`src/rtl/brm_rate_mult.sv`:
```
// Multi-channel binary rate multiplier: one shared W-bit counter drives NCH channels, and each
// channel emits RATE_k pulses per 2^W enabled cycles from a double-buffered rate word.
module brm_rate_mult #(
  parameter int unsigned W   = 4,
  parameter int unsigned NCH = 2,
  parameter int unsigned SW  = 1
) (
  input  logic           CK,
  input  logic           RN,
  input  logic           EN,
  input  logic           CLR,
  input  logic           WE,
  input  logic [SW-1:0]  WSEL,
  input  logic [W-1:0]   WDATA,
  output logic [NCH-1:0] PEND,
  output logic [NCH-1:0] Z,
  output logic           TC,
  output logic [W-1:0]   CNT
);

  localparam logic [W-1:0] CntMax = {W{1'b1}};

  logic [W-1:0]   cnt_q, cnt_d;
  logic [W-1:0]   rate_q   [NCH];
  logic [W-1:0]   rate_d   [NCH];
  logic [W-1:0]   shadow_q [NCH];
  logic [W-1:0]   shadow_d [NCH];
  logic [NCH-1:0] pend_q, pend_d;
  logic [NCH-1:0] z_q, z_d;
  logic           tc_q, tc_d;
  logic           step, apply;
  logic [W-1:0]   first_zero;

  assign step  = EN && !CLR;
  assign apply = CLR || (step && (cnt_q == CntMax));
  // One-hot at the lowest zero bit of the counter, i.e. bit j = trailing-ones count.
  assign first_zero = ~cnt_q & (cnt_q + 1'b1);

  always_comb begin
    cnt_d  = cnt_q;
    tc_d   = 1'b0;
    z_d    = '0;
    pend_d = pend_q;
    if (CLR) begin
      cnt_d = '0;
    end else if (EN) begin
      cnt_d = cnt_q + 1'b1;
      tc_d  = (cnt_q == CntMax);
    end
    for (int k = 0; k < NCH; k++) begin
      rate_d[k]   = rate_q[k];
      shadow_d[k] = shadow_q[k];
      if (step) begin
        for (int i = 0; i < W; i++) begin
          z_d[k] = z_d[k] | (first_zero[i] & rate_q[k][W-1-i]);
        end
      end
      // Apply reads the pre-write shadow; a same-cycle write stays pending.
      if (apply && pend_q[k]) begin
        rate_d[k] = shadow_q[k];
        pend_d[k] = 1'b0;
      end
      if (WE && (WSEL == SW'(k))) begin
        shadow_d[k] = WDATA;
        pend_d[k]   = 1'b1;
      end
    end
  end

  always_ff @(posedge CK) begin
    if (!RN) begin
      cnt_q  <= '0;
      pend_q <= '0;
      z_q    <= '0;
      tc_q   <= 1'b0;
      for (int k = 0; k < NCH; k++) begin
        rate_q[k]   <= '0;
        shadow_q[k] <= '0;
      end
    end else begin
      cnt_q    <= cnt_d;
      pend_q   <= pend_d;
      z_q      <= z_d;
      tc_q     <= tc_d;
      rate_q   <= rate_d;
      shadow_q <= shadow_d;
    end
  end

  assign CNT  = cnt_q;
  assign PEND = pend_q;
  assign Z    = z_q;
  assign TC   = tc_q;

endmodule
```
`config.mk`:
```
export PLATFORM = sky130hd
export DESIGN_NAME = brm_rate_mult
export DESIGN_NICKNAME = d
export VERILOG_FILES = /design/src/rtl/brm_rate_mult.sv
export SDC_FILE = /design/constraint.sdc
export NUM_CORES = 1
export LEC_CHECK = 0
export CAP_MARGIN = 20
export CORE_UTILIZATION = 49
export CTS_CLUSTER_SIZE = 30
export DETAILED_ROUTE_END_ITERATION = 10
export HOLD_SLACK_MARGIN = 0.03
export PLACE_DENSITY = 0.84
export SYNTH_ARGS = -nofsm -noshare
export SYNTH_HDL_FRONTEND = slang
export SYNTH_SLANG_ARGS = --single-unit
```
`constraint.sdc`:
```
create_clock -name CK -period 1.7 [get_ports CK]
set_input_delay 0.51 -clock CK [delete_from_list [all_inputs] [get_ports CK]]
set_output_delay 0.51 -clock CK [all_outputs]
set_load 0.05 [all_outputs]
```
==> impl_metrics.tcl, run 1 <==
set metrics [dict create \
    setup_tns_ps 0 \
    worst_slew_pin_slew_ps 426.3 \
    numCtsBuffers 3 \
    grt_overflow_total 0 \
    io_buffer_count 18 \
    instances_no_fill 160 \
    area_growth_syn_to_layout_pct 35.89 \
    drt-total-wl_um 2035 \
    max_freq_ghz 0.6555 \
    clkLatencyLatePin_ps 320 \
    skew_ps 3.166 \
    outcome "finished clean" \
    mostFrequentLayoutCell "dfxtp_1" \
    max_slew_margin_pct 71.58 \
    cts_root_buf "clkbuf_4" \
    die-height_um 47.03 \
    ys_types 23 \
    cts_sinks 25 \
    critical_path.max_fanout 7 \
    cp_top_family "flip-flops" \
    antennaDiodeCount 0 \
    cp_slowest_stage_delay_ps 520 \
    crit_arrival_ps 1020 \
    hold_viol_final 0 \
    first_pass_iters 4 \
    synth_area_um2 993.5 \
    vdd_drop_max_v 0.0007496 \
    netlist_instances 110 \
    fin_ws_ps 174.4 \
    io_pins 19 \
    worst_hold_path_type "reg2reg" \
    holdBufCountCts 0 \
    core_area_um2 1821 \
    route.detailed.drc 0 \
    synth_top_area_share_pct 50.38 \
    power_leakage_nw 0.4833 \
    synth_largest_area_cell "dfxtp_1" \
    period_share_pct 89.74 \
    dr.first_iter.drc_count 10 \
    finish.utilization_pct 74.16 \
    drive_above_1_share_pct 14.81 \
    clock_path_buffers 2 \
    rsz0062_at_grt "false" \
    track_usage_pct 22.01 \
    crit_buf_inv 1 \
    p_per_area_nw_per_um2 765.7 \
    timing.final.crit_period_ps 1526 \
    cp-end-kind "output pin" \
    cp_cell_sequence "buf_12" \
    start_util_pct 54.57 \
    num_vias 885 \
    critical_path_class "reg2out" \
    ys_ff_latch 25 \
    ant_nets 0 \
    placementRows 15 \
    ys_seq_area_share_pct 50.38 \
    drv_cap 0 \
    antenna_found_initial 0 \
    syn-num-nets 124 \
    drt-wirelength-per-cell_um 12.72 \
    post-place-ws_ps -94.33 \
    avgViaCountPerCell 5.531 \
    syn_avg_cell_area_um2 9.031 \
    floorplan.die_area_um2 2211 \
    cp-start-kind "flop" \
    fin_hold_ws_ps 476.9 \
    cts_setup_buffers 0 \
    path_clk_slew_ps 130 \
    cts_tree "done" \
    setup_viol 0 \
    grt_pass1_vias 802 \
    grt_first_pass_wirelength_um 3346 \
    cp.required_ps 1190 \
    final_cell_mix "25 x dfxtp_1, 16 x a21oi_1, 12 x nand3_1, 10 x nor2_1" \
    nets 150 \
    synth_area_leaders "dfxtp_1 50%, a21oi_1 8.1%, nand3_1 6.0%" \
    cpMaxStageDelayCell "dfxtp_1" \
    grt_max_degree 19 \
    h-tree-depth 1 \
    drv_slew 0 \
    yosys_warnings 0 \
    gp_congestion 0.7987 \
    die_x_um 47.03 \
    cts_resized 0 \
    dpl.hpwl_um 1579 \
    dp_cells 156 \
]
[flip-flops by register name, indices dropped and copies added, names as in the netlist]
| signal | count |
|---|---|
| rate_q | 8 |
| shadow_q | 8 |
| CNT | 4 |
| PEND | 2 |
| Z | 2 |
| TC | 1 |
[power breakdown]
group / internal [mW] / leakage [nW] / switching, mW
Clock: 0.0919 / 0.0150 / 0.173
Sequential: 0.603 / 0.203 / 0.0198
Combinational: 0.0723 / 0.265 / 0.0735
[cell type report]
cell class                      count  area (um^2)
Sequential cell                    25        500.5
Fill cell                         143        470.5
Multi-Input combinational cell     75        450.4
Timing Repair Buffer               24        315.3
Tap cell                           25        31.28
Clock buffer                        4        26.28
Inverter                            7        26.28
[synthesized netlist by cell type]
library cell and n:
a41o_2 1, a21oi_1 16, nor2b_1 1, nand2b_1 1, nand2_1 6, nand3_1 12
dfxtp_1 25, xnor2_1 1, mux2i_1 4, nor2_1 10, a211oi_1 3, ha_1 4
buf_2 1, inv_1 6, a41oi_2 1, nand4_1 1, nor3_1 1, clkinv_1 1
buf_4 1, nand3b_1 1, a22oi_1 4, clkbuf_1 1, o21ai_0 8
[metal layers]
| metal | track usage [%] | up-vias | wire, um |
|---|---|---|---|
| met5 | 0 | - | 0 |
| met4 | 12.57 | 0 | 57 |
| met3 | 3.846 | 8 | 83 |
| met2 | 36.94 | 32 | 979 |
| met1 | 26.49 | 406 | 915 |
| li1 | - | 439 | - |
[worst paths after layout]
path,startpoint,end,slack [ps],depth (start not counted)
max reg2reg,CNT[0],rate_q[1],180,4
min reg2reg,shadow_q[0],shadow_q[0],480,2
min,shadow_q[0],shadow_q[0],480,2
max,PEND[0],PEND[0],170,1
[cells by family after synthesis]
family / share of synthesized area (%)
muxes: 4.030
AOI/OAI and AO/OA: 20.15
DFF: 50.38
adders and majority gates: 5.038
xor gates and xnor gates: 0.8818
and+or+nand+nor: 15.24
buffers and inverters: 4.281
[stage by stage]
stage | cell area [um^2] | total power [mW]
final | 1350 | 1.034
after global routing | 1350 | 1.071
after CTS | 1350 | 1.038
after detailed placement | 1324 | 0.7813
after floorplan | 993.5 | 0.7026
after global placement | 1324 | 0.7766
Power figures use the tool's default switching activity.
==> run 2: changes to the inputs <==
- CORE_MARGIN: not set -> 2
- CORE_UTILIZATION: 49 -> 44
- CTS_CLUSTER_DIAMETER: not set -> 80
- PLACE_DENSITY: 0.84 -> 0.8
- clock period: 1.7 -> 1.3 ns (I/O delays scaled with it)
==> impl_metrics.tcl, run 2 (synthesis results as in run 1) <==
set metrics [dict create \
    outcome "complete, but fails checks" \
    violations "setup timing" \
    num_vias 926 \
    route.detailed.drc 0 \
    cp.required_ps 910 \
    drive_above_1_share_pct 26.76 \
    grt_overflow_total 0 \
    antenna_found_initial 0 \
    setup_viol 9 \
    drv_cap 0 \
    rsz0062_at_grt "true" \
    final_cell_area_um2 1498 \
    cts_sinks 25 \
    drt-total-wl_um 2328 \
    floorplan.die_area_um2 2654 \
    power_leakage_nw 0.5317 \
    clock_path_buffers 2 \
    avgViaCountPerCell 5.447 \
    crit_arrival_ps 1030 \
    worst_hold_path_type "reg2reg" \
    vdd_drop_max_v 0.0006865 \
    io_pins 19 \
    grt_pass1_vias 902 \
    worst_slew_pin_slew_ps 318.8 \
    io_buffer_count 18 \
    grt_max_degree 15 \
    cts_root_buf "clkbuf_4" \
    path_clk_slew_ps 130 \
    hold_viol_final 0 \
    max_slew_margin_pct 78.74 \
    die-height_um 51.52 \
    fin_ws_ps -117.9 \
    p_per_area_nw_per_um2 908.9 \
    start_util_pct 45.79 \
    period_share_pct 109.1 \
    die_x_um 51.52 \
    skew_ps 4.426 \
    critical_path.max_fanout 2 \
    nets 157 \
    drt-wirelength-per-cell_um 13.69 \
    cp-end-kind "output pin" \
    final_cell_mix "19 x dfxtp_1, 16 x a21oi_1, 12 x nand3_1, 10 x nor2_1" \
    dp_cells 162 \
    placementRows 17 \
    cp-start-kind "flop" \
    antennaDiodeCount 0 \
    critical_path_class "reg2out" \
    ant_nets 0 \
    core_area_um2 2170 \
    max_freq_ghz 0.7053 \
    dpl.hpwl_um 1672 \
    dr.first_iter.drc_count 21 \
    area_growth_syn_to_layout_pct 50.76 \
    numCtsBuffers 3 \
    first_pass_iters 4 \
    clkLatencyLatePin_ps 300 \
    drv_slew 0 \
    cts_tree "done" \
    instances_no_fill 170 \
    gp_congestion 0.7681 \
    grt_first_pass_wirelength_um 3898 \
    dpl_cell_area_um2 1360 \
    mostFrequentLayoutCell "dfxtp_1" \
    track_usage_pct 19.41 \
    timing.final.crit_period_ps 1418 \
    h-tree-depth 1 \
]
run 2: worst paths after layout:
check                                 start     endpoint  slack [ps]  cells past startpoint
worst max-delay path                 CNT[0]       CNT[0]        -120                      3
worst max register to register       CNT[0]         Z[0]         -20                      4
worst min register to register  shadow_q[2]  shadow_q[2]         470                      2
worst min-delay path            shadow_q[2]  shadow_q[2]         470                      2
run 2: worst max-delay path, stage by stage, from the launching register on:
cell	delay (ps)
dfxtp_4	370
buf_6	110
buf_6	110
buf_12	140
run 2: what timing repair did:
| action | 4_1_cts | 5_1_grt |
|---|---|---|
| setup buffers | 1 | 2 |
| resized for setup | 10 | 6 |
| pin swaps | 1 | 0 |
| hold buffers | 0 | 0 |
| setup endpoints to repair | 14 | 21 |
| gates cloned | 1 | 0 |
run 2: where the power goes:
part	internal, mW	switching (mW)
sequential	0.782	0.0214
combinational	0.114	0.118
clock	0.115	0.212
total	1.01	0.351
run 2: layout make-up:
| class | count | area [um^2] |
|---|---|---|
| timing repair buffer | 30 | 370.4 |
| multi-input combinational | 76 | 515.5 |
| sequential | 25 | 523.0 |
| clock inverter | 1 | 5.005 |
| inverter | 7 | 26.28 |
| fill | 189 | 671.9 |
| clock buffer | 3 | 22.52 |
| tap | 28 | 35.03 |
run 2: layer usage:
metal,GRT usage (%),vias to the layer above,share of wire (%)
met1,23.22,422,40
li1,-,457,-
met4,5.263,0,1.8
met5,0,-,0
met2,35.68,41,53
met3,3.161,6,5.3
run 2: per-stage QoR:
| stage | power, mW | util, % | hold WS (ps) | setup slack (ps) | TNS [ps] |
|---|---|---|---|---|---|
| after floorplan | 0.9175 | - | 436.6 | 7.019 | 0 |
| after global placement | 1.020 | 62.69 | 447.3 | -301.1 | -4130 |
| after detailed placement | 1.028 | 62.69 | 449.1 | -350.1 | -5046 |
| after CTS | 1.359 | 66.84 | 468.6 | -123.9 | -157.3 |
| after global routing | 1.421 | 69.03 | 504.7 | -156.5 | -1184 |
| final | 1.361 | 69.03 | 471.2 | -117.9 | -199.2 |
